**src/rtl/udp_pkg.sv**
```systemverilog
// Shared constants and state encoding for the UDP receive path.
package udp_pkg;
  localparam logic [15:0] ETHERTYPE_IPV4   = 16'h0800;
  localparam logic [7:0]  IP_VER_IHL       = 8'h45;
  localparam logic [7:0]  IP_PROTO_UDP     = 8'h11;
  localparam logic [15:0] UDP_HDR_OVERHEAD = 16'd10;
  localparam logic [3:0]  HDR_LAST_IDX     = 4'd10;
  localparam int          FLAG_SOF         = 0;
  localparam int          FLAG_EOF         = 1;
  localparam logic [9:0]  MAX_PL_WORDS     = 10'd512;

  typedef enum logic [1:0] {
    ST_IDLE    = 2'd0,
    ST_HDR     = 2'd1,
    ST_PAYLOAD = 2'd2,
    ST_DROP    = 2'd3
  } rx_state_e;
endpackage

```
**src/rtl/ip_csum_verify.sv**
```systemverilog
// 16-bit ones'-complement accumulator over up to two halfwords per cycle.
module ip_csum_verify (
  input  logic        clk,
  input  logic        reset_n,
  input  logic        clr_i,
  input  logic        en_i,
  input  logic [15:0] hw_a_i,
  input  logic [15:0] hw_b_i,
  output logic        ok_o
);
  logic [15:0] acc_q, acc_d;
  logic [17:0] sum;
  logic [16:0] fold1;

  // Two folds suffice: after the first the value is at most 0x10001.
  always_comb begin
    sum   = {2'b00, acc_q} + {2'b00, hw_a_i} + {2'b00, hw_b_i};
    fold1 = {1'b0, sum[15:0]} + {15'd0, sum[17:16]};
    acc_d = fold1[15:0] + {15'd0, fold1[16]};
  end

  always_ff @(posedge clk or negedge reset_n) begin
    if (!reset_n)   acc_q <= 16'h0000;
    else if (clr_i) acc_q <= 16'h0000;
    else if (en_i)  acc_q <= acc_d;
  end

  assign ok_o = (acc_q == 16'hffff);
endmodule

```
**src/rtl/udp_packet_receiver.sv**
```systemverilog
// Ethernet/IPv4/UDP frame receiver: header filter, payload writer, per-frame status.
// Optional IP header checksum verification when RX_IPCSUM_CHECK_EN is defined.
module udp_packet_receiver
  import udp_pkg::*;
#(
  parameter logic [47:0] LOCAL_MAC  = 48'h0037_ffff_3737,
  parameter logic [31:0] LOCAL_IP   = 32'ha9fe_4d01,
  parameter logic [15:0] LOCAL_PORT = 16'h1234
) (
  input  logic        clk,
  input  logic        reset_n,
  input  logic [3:0]  rd_flags_i,
  input  logic [31:0] rd_data_i,
  input  logic        rd_src_rdy_i,
  output logic        rd_dst_rdy_o,
  output logic [31:0] pl_fifo_d,
  output logic        pl_fifo_wr,
  input  logic        pl_fifo_full,
  output logic        pkt_done_o,
  output logic        pkt_err_o,
  output logic        pkt_drop_o,
  output logic [8:0]  pkt_size_o,
  output logic [31:0] pkt_src_ip_o,
  output logic [15:0] pkt_src_port_o
);
  rx_state_e   state_q, state_d;
  logic [3:0]  idx_q, idx_d;
  logic [9:0]  cnt_q, cnt_d;
  logic        mac_loc_q, mac_loc_d, mac_bc_q, mac_bc_d;
  logic        sup_drop_q, sup_drop_d;
  logic [15:0] sip_hi_q, sip_hi_d, sip_lo_q, sip_lo_d;
  logic [15:0] sport_q, sport_d, udp_len_q, udp_len_d;
  logic [31:0] src_ip_q, src_ip_d;
  logic [15:0] src_port_q, src_port_d;
  logic        wr_q, wr_d, done_q, done_d, err_q, err_d, drop_q, drop_d;
  logic [31:0] dat_q, dat_d;
  logic [8:0]  size_q, size_d;
  logic        accept, sof, eof, csum_ok, hdr_ok;
  logic [9:0]  cnt_p1, cnt_m1;
  logic [15:0] exp_words;
  logic        unused_flags;

  function automatic logic hdr_word_ok(input logic [3:0] idx, input logic [31:0] w,
                                       input logic loc, input logic bc);
    case (idx)
      4'd1:    return (loc && (w[31:16] == LOCAL_MAC[15:0])) || (bc && (w[31:16] == 16'hffff));
      4'd3:    return (w[31:16] == ETHERTYPE_IPV4) && (w[15:8] == IP_VER_IHL);
      4'd5:    return (w[7:0] == IP_PROTO_UDP);
      4'd7:    return (w[15:0] == LOCAL_IP[31:16]);
      4'd8:    return (w[31:16] == LOCAL_IP[15:0]);
      4'd9:    return (w[31:16] == LOCAL_PORT);
      default: return 1'b1;
    endcase
  endfunction

  assign rd_dst_rdy_o = !((state_q == ST_PAYLOAD) && pl_fifo_full);
  assign accept       = rd_src_rdy_i && rd_dst_rdy_o;
  assign sof          = rd_flags_i[FLAG_SOF];
  assign eof          = rd_flags_i[FLAG_EOF];
  assign unused_flags = ^rd_flags_i[3:2];
  assign cnt_p1       = cnt_q + 10'd1;
  assign cnt_m1       = cnt_q - 10'd1;
  assign exp_words    = ((udp_len_q - UDP_HDR_OVERHEAD) >> 2) + 16'd1;

`ifdef RX_IPCSUM_CHECK_EN
  logic        csum_clr, csum_en;
  logic [15:0] csum_a, csum_b;

  // w3 and w8 contribute one halfword each, w4..w7 contribute both.
  always_comb begin
    csum_clr = accept && sof;
    csum_en  = accept && !sof && (state_q == ST_HDR) && (idx_q >= 4'd3) && (idx_q <= 4'd8);
    csum_a   = rd_data_i[31:16];
    csum_b   = rd_data_i[15:0];
    if (idx_q == 4'd3) begin
      csum_a = rd_data_i[15:0];
      csum_b = 16'h0000;
    end else if (idx_q == 4'd8) begin
      csum_b = 16'h0000;
    end
  end

  ip_csum_verify u_csum (
    .clk     (clk),
    .reset_n (reset_n),
    .clr_i   (csum_clr),
    .en_i    (csum_en),
    .hw_a_i  (csum_a),
    .hw_b_i  (csum_b),
    .ok_o    (csum_ok)
  );
`else
  assign csum_ok = 1'b1;
`endif

  assign hdr_ok = hdr_word_ok(idx_q, rd_data_i, mac_loc_q, mac_bc_q) &&
                  ((idx_q != 4'd9) || csum_ok);

  always_comb begin
    state_d    = state_q;    idx_d      = idx_q;      cnt_d     = cnt_q;
    mac_loc_d  = mac_loc_q;  mac_bc_d   = mac_bc_q;   sup_drop_d = sup_drop_q;
    sip_hi_d   = sip_hi_q;   sip_lo_d   = sip_lo_q;   sport_d   = sport_q;
    udp_len_d  = udp_len_q;  src_ip_d   = src_ip_q;   src_port_d = src_port_q;
    dat_d      = dat_q;      size_d     = size_q;
    wr_d = 1'b0; done_d = 1'b0; err_d = 1'b0; drop_d = 1'b0;
    if (accept && sof) begin
      // An SOF always restarts parsing; any frame in flight is aborted first.
      case (state_q)
        ST_PAYLOAD: begin err_d = 1'b1; size_d = cnt_m1[8:0]; end
        ST_HDR:     drop_d = 1'b1;
        ST_DROP:    drop_d = !sup_drop_q;
        default:    ;
      endcase
      mac_loc_d  = (rd_data_i == LOCAL_MAC[47:16]);
      mac_bc_d   = (rd_data_i == 32'hffff_ffff);
      sup_drop_d = 1'b0;
      idx_d      = 4'd1;
      if (eof) begin
        drop_d  = 1'b1;
        state_d = ST_IDLE;
      end else if (!(mac_loc_d || mac_bc_d)) state_d = ST_DROP;
      else                                   state_d = ST_HDR;
    end else if (accept) begin
      case (state_q)
        ST_HDR: begin
          idx_d = idx_q + 4'd1;
          case (idx_q)
            4'd6: sip_hi_d = rd_data_i[15:0];
            4'd7: sip_lo_d = rd_data_i[31:16];
            4'd8: sport_d  = rd_data_i[15:0];
            4'd9: begin
              udp_len_d = rd_data_i[15:0];
              if (hdr_ok) begin
                src_ip_d   = {sip_hi_q, sip_lo_q};
                src_port_d = sport_q;
              end
            end
            default: ;
          endcase
          if (eof) begin
            drop_d  = 1'b1;
            state_d = ST_IDLE;
          end else if (!hdr_ok) state_d = ST_DROP;
          else if (idx_q == HDR_LAST_IDX) begin
            state_d = ST_PAYLOAD;
            cnt_d   = 10'd0;
          end
        end
        ST_PAYLOAD: begin
          if (cnt_q == MAX_PL_WORDS) begin
            // Overlong frame: report once as an error, then swallow the rest silently.
            err_d      = 1'b1;
            size_d     = 9'd511;
            sup_drop_d = 1'b1;
            state_d    = eof ? ST_IDLE : ST_DROP;
          end else begin
            wr_d  = 1'b1;
            dat_d = rd_data_i;
            cnt_d = cnt_p1;
            if (eof) begin
              size_d  = cnt_q[8:0];
              done_d  = ({6'd0, cnt_p1} == exp_words);
              err_d   = ({6'd0, cnt_p1} != exp_words);
              state_d = ST_IDLE;
            end
          end
        end
        ST_DROP: begin
          if (eof) begin
            drop_d  = !sup_drop_q;
            state_d = ST_IDLE;
          end
        end
        default: ;
      endcase
    end
  end

  always_ff @(posedge clk or negedge reset_n) begin
    if (!reset_n) begin
      state_q   <= ST_IDLE;  idx_q    <= 4'd0;   cnt_q      <= 10'd0;
      mac_loc_q <= 1'b0;     mac_bc_q <= 1'b0;   sup_drop_q <= 1'b0;
      sip_hi_q  <= 16'd0;    sip_lo_q <= 16'd0;  sport_q    <= 16'd0;
      udp_len_q <= 16'd0;    src_ip_q <= 32'd0;  src_port_q <= 16'd0;
      wr_q      <= 1'b0;     dat_q    <= 32'd0;  size_q     <= 9'd0;
      done_q    <= 1'b0;     err_q    <= 1'b0;   drop_q     <= 1'b0;
    end else begin
      state_q   <= state_d;   idx_q    <= idx_d;    cnt_q      <= cnt_d;
      mac_loc_q <= mac_loc_d; mac_bc_q <= mac_bc_d; sup_drop_q <= sup_drop_d;
      sip_hi_q  <= sip_hi_d;  sip_lo_q <= sip_lo_d; sport_q    <= sport_d;
      udp_len_q <= udp_len_d; src_ip_q <= src_ip_d; src_port_q <= src_port_d;
      wr_q      <= wr_d;      dat_q    <= dat_d;    size_q     <= size_d;
      done_q    <= done_d;    err_q    <= err_d;    drop_q     <= drop_d;
    end
  end

  assign pl_fifo_d      = dat_q;
  assign pl_fifo_wr     = wr_q;
  assign pkt_done_o     = done_q;
  assign pkt_err_o      = err_q;
  assign pkt_drop_o     = drop_q;
  assign pkt_size_o     = size_q;
  assign pkt_src_ip_o   = src_ip_q;
  assign pkt_src_port_o = src_port_q;
endmodule
```
**config.mk**
```make
export PLATFORM = sky130hd
export DESIGN_NAME = udp_packet_receiver
export DESIGN_NICKNAME = d
export VERILOG_FILES = /design/src/rtl/udp_pkg.sv /design/src/rtl/ip_csum_verify.sv /design/src/rtl/udp_packet_receiver.sv
export SDC_FILE = /design/constraint.sdc
export NUM_CORES = 1
export LEC_CHECK = 0
export ABC_AREA = 0
export CAP_MARGIN = 20
export CORE_ASPECT_RATIO = 1.5
export CORE_UTILIZATION = 54
export DETAILED_ROUTE_END_ITERATION = 6
export PLACE_DENSITY_LB_ADDON = 0.12
export SLEW_MARGIN = 40
export SYNTH_ARGS = -nofsm -noshare
export SYNTH_HDL_FRONTEND = slang
export SYNTH_HIERARCHICAL = 1
export SYNTH_SLANG_ARGS = --single-unit
export TNS_END_PERCENT = 10
```
**constraint.sdc**
```tcl
create_clock -name clk -period 3.31 [get_ports clk]
set_clock_uncertainty 0.05 [all_clocks]
set_input_delay 0.993 -clock clk [delete_from_list [all_inputs] [get_ports clk]]
set_output_delay 0.993 -clock clk [all_outputs]
set_load 0.01 [all_outputs]
```
==> results.tsv, run 1 <==
stage	metric	value	unit
outcome	outcome	complete, no violations	
timing	f_max	307.0	MHz
worst_setup_path	R2R Setup Slk	200	ps
global_routing	initial antenna violation count	0	
timing	Final period util	98.41	%
clock_network	clk_lat worst skew	420	ps
detailed_routing	drt pass-1 iters	5	
pwr	Peak VDD IR	0.4917	mV
die	total core area	15140	um2
synth	EDFF count, synth	0	
place	placed cells	1146	
detailed_routing	drt drc	0	
global_routing	grt ovf	0	
worst_hold_path	hold path cells	2	
die	Horiz. Die Dim	103.7	um
global_routing	GR peak layer	met2	
timing	Fin. Hold Viols	0	
detailed_routing	via count	6725	
timing	fin. max-slew vios	0	
detailed_routing	routed length per placed instance	19.10	um
die	DIE AREA	16020	um2
detailed_routing	Post-Route WL	22500	um
timing	final setup vio count	0	
global_routing	largest net degree at the start of global routing	69	
detailed_routing	vias per cell	5.709	
timing	PnR worst setup slack	52.59	ps
synth	Mean Syn Cell Area	10.80	um2
worst_setup_path	Required @ worst endpoint	3570	ps
clock_network	TritonCTS clock tree	done	
place	dpl hpwl	16400	um
clock_network	cts repair resizes	0	
worst_hold_path	min-delay worst type	flip-flop to flip-flop	
synth	async set-reset flop share out of synthesis	100.0	%
synth	yosys synthesis warning count	6	
finish	Layout area overhead	32.58	%
timing	RSZ-0062 raised after global routing	no	
pwr	P per Cell Area	695.5	nW/um2
pwr	Power, Total	7.720	mW
worst_setup_path	Worst R2R Start	udp_len_q[4]$_DFFE_PN0P_	
worst_setup_path	r2r endpoint	pkt_done_o$_DFF_PN0_	
timing	max_slew headroom	55.11	%
clock_network	Root Driver	clkbuf_16	
finish	Layout Nets	1014	
finish	Ant. Diodes	0	
global_routing	first-pass GRT wire length	36650	um
place	post-place setup slack	-288.5	ps
timing	Final min period	3257	ps
worst_setup_path	Data arrival, critical path	3520	ps
die	initial core utilization	55.31	%
synth	Seq/Total Area, Yosys	52.30	%
finish	design area	11100	um2
detailed_routing	Starting DRT DRC Count	368	
finish	fill count	1095	
timing	setup_tns	0	ps
worst_hold_path	Worst Hold Endpoint	pl_fifo_d[13]$_DFFE_PN0P_	
run	max-cap viol count	0	
synth	ys flop type	dfrtp_1	
clock_network	Num CTS Buffers	17	
detailed_routing	Antenna Nets Post-Route	0	
global_routing	vias in the first global route	7075	
worst_setup_path	crit end category	flip-flop	
finish	fraction of layout cells with a size suffix above 1	25.43	%
worst_setup_path	worst reg-to-reg path cell count	8	
die	io pins	134	
finish	Post-Layout Cell Count	1178	
worst_hold_path	hold path startpoint	pl_fifo_d[13]$_DFFE_PN0P_	
global_routing	GRT Overall Usage	29.46	%
clock_network	Clk pin slew, worst setup/hold paths	80	ps
synth	post-synthesis net count	823	
die	Die Ht	154.5	um
synth	Mapped Cells	775	
synth	Distinct cells, synth	67	
finish	multi-input logic area	3819	um2
global_routing	M1 GR Usage	33.28	%
clock_network	Clock Sinks	175	
clock_network	Clock Path Buffers	2	
finish	final core area utilization	73.32	%
worst_setup_path	CP Max Fanout	24	
die	row count	55	
place	gpl congestion	0.9518	
finish	register area	4379	um2
global_routing	GRT met3 Usage	5.015	%
clock_network	H-tree depth	4	
worst_setup_path	crit path from	rd_data_i[15]	
synth	Synth Register Bits	175	
timing	Slew @ Worst Pin	673.3	ps
synth	Post-Syn Area	8373	um2
clock_network	cts hold-fix bufs	0	
global_routing	GR Layer Usage met2	54.84	%
clock_network	setup bufs post-CTS	0	
place	placed instance area	10440	um2
worst_setup_path	Startpoint Class	input pin	
timing	Hold Slack	430.0	ps
place	# port buffers	131	
pwr	LEAKAGE	5.322	nW
worst_setup_path	critical setup path kind	input pin to flip-flop	
worst max-delay path by stage:
stage / endpoint / slack (ps) / cells past startpoint
after CTS: pkt_done_o$_DFF_PN0_ / 20 / 13
after floorplan: pkt_src_ip_o[13]$_DFFE_PN0P_ / 6 / 8
after global routing: rd_dst_rdy_o / 4 / 3
final: pkt_src_port_o[6]$_DFFE_PN0P_ / 50 / 10
after global placement: pkt_src_ip_o[31]$_DFFE_PN0P_ / -240 / 10
after detailed placement: pkt_src_ip_o[14]$_DFFE_PN0P_ / -290 / 10
state kept, by name, summed over array words and instances, names as in the netlist:
signal          cells
mac_loc_q           1
sip_lo_q           16
pkt_drop_o          1
sport_q            16
udp_len_q          15
sup_drop_q          1
pkt_src_ip_o       32
cnt_q              10
pl_fifo_d          32
pl_fifo_wr          1
idx_q               4
pkt_size_o          9
mac_bc_q            1
pkt_err_o           1
pkt_src_port_o     16
state_q             2
sip_hi_q           16
pkt_done_o          1
logic make-up (layout without fill, tap and decap cells):
kind of cell,Yosys count,in the layout,synth area share (%)
muxes,116,116,15.57
xor gates and xnor gates,38,38,4.139
DFF,175,175,52.30
and+or+nand+nor,283,283,16.36
adders and majority gates,8,8,1.196
buffers and inverters,55,259,2.720
AOI/OAI and AO/OA,100,100,7.711
cell usage after synthesis (all sizes together), types with 4 or more instances:
master | n | area share, %
nor2b | 5 | 0.37
o21ai | 35 | 2.1
and4 | 5 | 0.52
nand3 | 12 | 0.72
nor2 | 42 | 2.1
a31oi | 6 | 0.45
dfrtp | 175 | 52
nor4 | 10 | 0.75
xor2 | 15 | 1.6
mux2 | 114 | 15
xnor2 | 22 | 2.3
buf | 8 | 0.60
or2 | 4 | 0.30
and3 | 11 | 0.82
clkbuf | 34 | 1.5
a21oi | 22 | 1.3
inv | 13 | 0.58
nor3 | 18 | 1.1
ha | 8 | 1.2
or3 | 6 | 0.51
nand2 | 138 | 6.2
a21o | 4 | 0.36
nand4 | 12 | 0.90
power by group:
| part | total [mW] | switching, mW | internal (mW) |
|---|---|---|---|
| Sequential | 2.83 | 0.313 | 2.52 |
| Clock | 2.07 | 0.967 | 1.10 |
| Combinational | 2.82 | 1.43 | 1.39 |
| Total | 7.72 | 2.71 | 5.01 |
cells in the final DEF (no fill, tap or decap), types with 3 or more instances in the layout:
| cell type | n |
|---|---|
| a21o_1 | 4 |
| a21oi_1 | 21 |
| a31oi_1 | 6 |
| and3_1 | 11 |
| and4_1 | 5 |
| buf_12 | 4 |
| buf_4 | 79 |
| clkbuf_16 | 17 |
| clkdlybuf4s50_1 | 130 |
| clkinv_8 | 4 |
| dfrtp_1 | 175 |
| ha_1 | 8 |
| inv_1 | 13 |
| inv_6 | 3 |
| inv_8 | 6 |
| mux2_2 | 114 |
| nand2_1 | 138 |
| nand2b_1 | 3 |
| nand3_1 | 12 |
| nand4_1 | 12 |
| nor2_1 | 41 |
| nor2b_1 | 5 |
| nor3_1 | 16 |
| nor3b_1 | 3 |
| nor4_1 | 9 |
| o21a_1 | 3 |
| o21ai_0 | 32 |
| o21ai_1 | 3 |
| or2_2 | 4 |
| or3_1 | 5 |
| xnor2_1 | 22 |
| xor2_1 | 15 |
critical path, stage by stage:
cell	delay [ps]
clkdlybuf4s50_1	500
nor4b_1	400
buf_4	180
nand4_1	100
nor3_1	140
o21ai_0	180
buf_4	200
a21oi_4	220
buf_12	230
mux2_2	360
layer usage:
| layer | routed length [um] | part of all wire, % |
|---|---|---|
| met1 | 8573 | 38 |
| met3 | 985 | 4.4 |
| met2 | 12360 | 55 |
| met5 | 0 | 0 |
| met4 | 582 | 2.6 |
cell type report:
cell class	count	area share [%]
Timing Repair Buffer	214	17.89
Inverter	13	0.4396
Clock inverter	15	1.747
Sequential cell	175	39.45
Clock buffer	17	3.832
Tap cell	199	2.243
Multi-Input combinational cell	545	34.40
Note: power is estimated with default switching activity, not from simulation.
==> run 2: changes to the inputs <==
SKIP_LAST_GASP = 1   (was unset)
==> run 2 against run 1 <==
Final cell count stayed put. Clock power hardly changed. Critical path type unchanged. Die area stayed put. Global-route usage stayed put. Largest cell class unchanged. Largest power group unchanged. Register-to-register slack hardly changed.
==> results.tsv, run 2 (same netlist as run 1, synthesis figures left out) <==
stage	metric	value	unit	change
outcome	outcome	complete, no violations		
global_routing	grt ovf	0		unchanged
clock_network	Clock Path Buffers	2		unchanged
finish	Layout Nets	1014		unchanged
clock_network	setup bufs post-CTS	0		unchanged
clock_network	clk_lat worst skew	420	ps	about the same
die	DIE AREA	16020	um2	unchanged
detailed_routing	vias per cell	5.707		about the same
finish	Ant. Diodes	0		unchanged
clock_network	Num CTS Buffers	17		unchanged
worst_setup_path	Startpoint Class	input pin		
global_routing	first-pass GRT wire length	36650	um	unchanged
global_routing	vias in the first global route	7075		unchanged
die	Die Ht	154.5	um	unchanged
timing	setup_tns	0	ps	unchanged
die	row count	55		unchanged
worst_hold_path	min-delay worst type	flip-flop to flip-flop		
finish	most common cell after layout, fill and taps aside	dfrtp_1		
finish	final core area utilization	73.32	%	unchanged
worst_hold_path	Worst Hold Endpoint	pl_fifo_d[13]$_DFFE_PN0P_		
worst_setup_path	Data arrival, critical path	3520	ps	about the same
timing	RSZ-0062 raised after global routing	yes		
worst_setup_path	crit end category	flip-flop		
clock_network	H-tree depth	4		unchanged
global_routing	initial antenna violation count	0		unchanged
die	io pins	134		unchanged
detailed_routing	Antenna Nets Post-Route	0		unchanged
finish	most frequent cells in the layout	175 x dfrtp_1, 138 x nand2_1, 130 x clkdlybuf4s50_1, 114 x mux2_2, 79 x buf_4		
timing	Fin. Hold Viols	0		unchanged
run	max-cap viol count	0		unchanged
timing	fin. max-slew vios	0		unchanged
detailed_routing	Post-Route WL	22500	um	about the same
finish	Layout area overhead	32.58	%	unchanged
timing	Slew @ Worst Pin	673.4	ps	+0.002325 ps
place	dpl hpwl	16400	um	unchanged
finish	fraction of layout cells with a size suffix above 1	25.43	%	unchanged
timing	Final period util	98.41	%	unchanged
worst_hold_path	hold path startpoint	pl_fifo_d[13]$_DFFE_PN0P_		
clock_network	Clock Sinks	175		unchanged
global_routing	GRT Overall Usage	29.46	%	unchanged
pwr	LEAKAGE	5.322	nW	about the same
clock_network	TritonCTS clock tree	done		
clock_network	Root Driver	clkbuf_16		
clock_network	Clk pin slew, worst setup/hold paths	80	ps	about the same
detailed_routing	Starting DRT DRC Count	370		+0.54%
worst_setup_path	R2R Setup Slk	200	ps	about the same
worst_hold_path	hold path cells	2		unchanged
timing	Final min period	3257	ps	unchanged
pwr	P per Cell Area	695.5	nW/um2	about the same
timing	final setup vio count	0		unchanged
timing	f_max	307.0	MHz	unchanged
worst_setup_path	critical setup path kind	input pin to flip-flop		
place	gpl congestion	0.9518		unchanged
worst_setup_path	CP Max Fanout	24		unchanged
detailed_routing	drt pass-1 iters	5		unchanged
worst_setup_path	r2r endpoint	pkt_done_o$_DFF_PN0_		
timing	Hold Slack	430.0	ps	unchanged
detailed_routing	routed length per placed instance	19.10	um	about the same
worst_setup_path	worst reg-to-reg path cell count	8		unchanged
die	total core area	15140	um2	unchanged
place	# port buffers	131		unchanged
worst_setup_path	Required @ worst endpoint	3570	ps	about the same
finish	fill count	1095		unchanged
worst_setup_path	Worst R2R Start	udp_len_q[4]$_DFFE_PN0P_		
detailed_routing	drt drc	0		unchanged
timing	max_slew headroom	55.11	%	about the same
die	Horiz. Die Dim	103.7	um	unchanged
die	initial core utilization	55.31	%	unchanged
global_routing	largest net degree at the start of global routing	69		unchanged
detailed_routing	via count	6723		-0.030%
pwr	Peak VDD IR	0.4917	mV	about the same
[run 2: cell counts in the layout (fill, tap and decap cells not counted)]
No cell type changed its count.
[run 2: worst max path at each step]
stage                                   from                             to  slack [ps]
floorplan                      rd_flags_i[0]   pkt_src_ip_o[13]$_DFFE_PN0P_           6
global placement               rd_data_i[15]   pkt_src_ip_o[31]$_DFFE_PN0P_        -240
detailed placement             rd_data_i[18]   pkt_src_ip_o[14]$_DFFE_PN0P_        -290
CTS                 udp_len_q[1]$_DFFE_PN0P_           pkt_done_o$_DFF_PN0_          20
global route        udp_len_q[1]$_DFFE_PN0P_           pkt_done_o$_DFF_PN0_          -7
finish                         rd_data_i[15]  pkt_src_port_o[6]$_DFFE_PN0P_          50
[run 2: metal layers]
layer	global-route usage, %	routed length [um]	vias to the layer above
met5	0	0	-
met4	12.18	582	0
met3	5.015	989	40
met2	54.84	12370	195
met1	33.28	8559	3383
li1	-	-	3105
[run 2: critical path: stages]
cell,delay [ps]
clkdlybuf4s50_1,500
nor4b_1,400
buf_4,180
nand4_1,100
nor3_1,140
o21ai_0,180
buf_4,200
a21oi_4,220
buf_12,230
mux2_2,360
[run 2: stage by stage]
stage	area, um2	std cells	setup slack, ps	total power, mW
final	11100	1178	52.59	7.721
after global routing	11100	1178	-7.373	8.141
after CTS	11060	1178	16.59	7.723
after detailed placement	10440	1146	-288.5	5.640
after global placement	10440	1146	-236.4	5.530
after floorplan	8373	775	5.605	4.498
[run 2: report_power, final]
| group | total [mW] | internal (mW) | switching, mW |
|---|---|---|---|
| registers | 2.83 | 2.52 | 0.313 |
| clock network | 2.07 | 1.10 | 0.967 |
| logic | 2.83 | 1.39 | 1.43 |
| total | 7.72 | 5.01 | 2.71 |
[run 2: what timing repair did]
| item | in CTS | in global routing |
|---|---|---|
| gates resized for setup | 0 | 6 |
| hold buffers | 0 | 0 |
| endpoints found under the hold margin | 0 | 0 |
| setup endpoints to repair | 0 | 12 |
[run 2: cell type report]
type	instances	area, um2	share of cell area (%)
sequential	175	4379	39.45
multi-input combinational	545	3819	34.40
timing repair buffer	214	1986	17.89
clock buffer	17	425.4	3.832
tap	199	249.0	2.243
clock inverter	15	193.9	1.747
inverter	13	48.80	0.4396
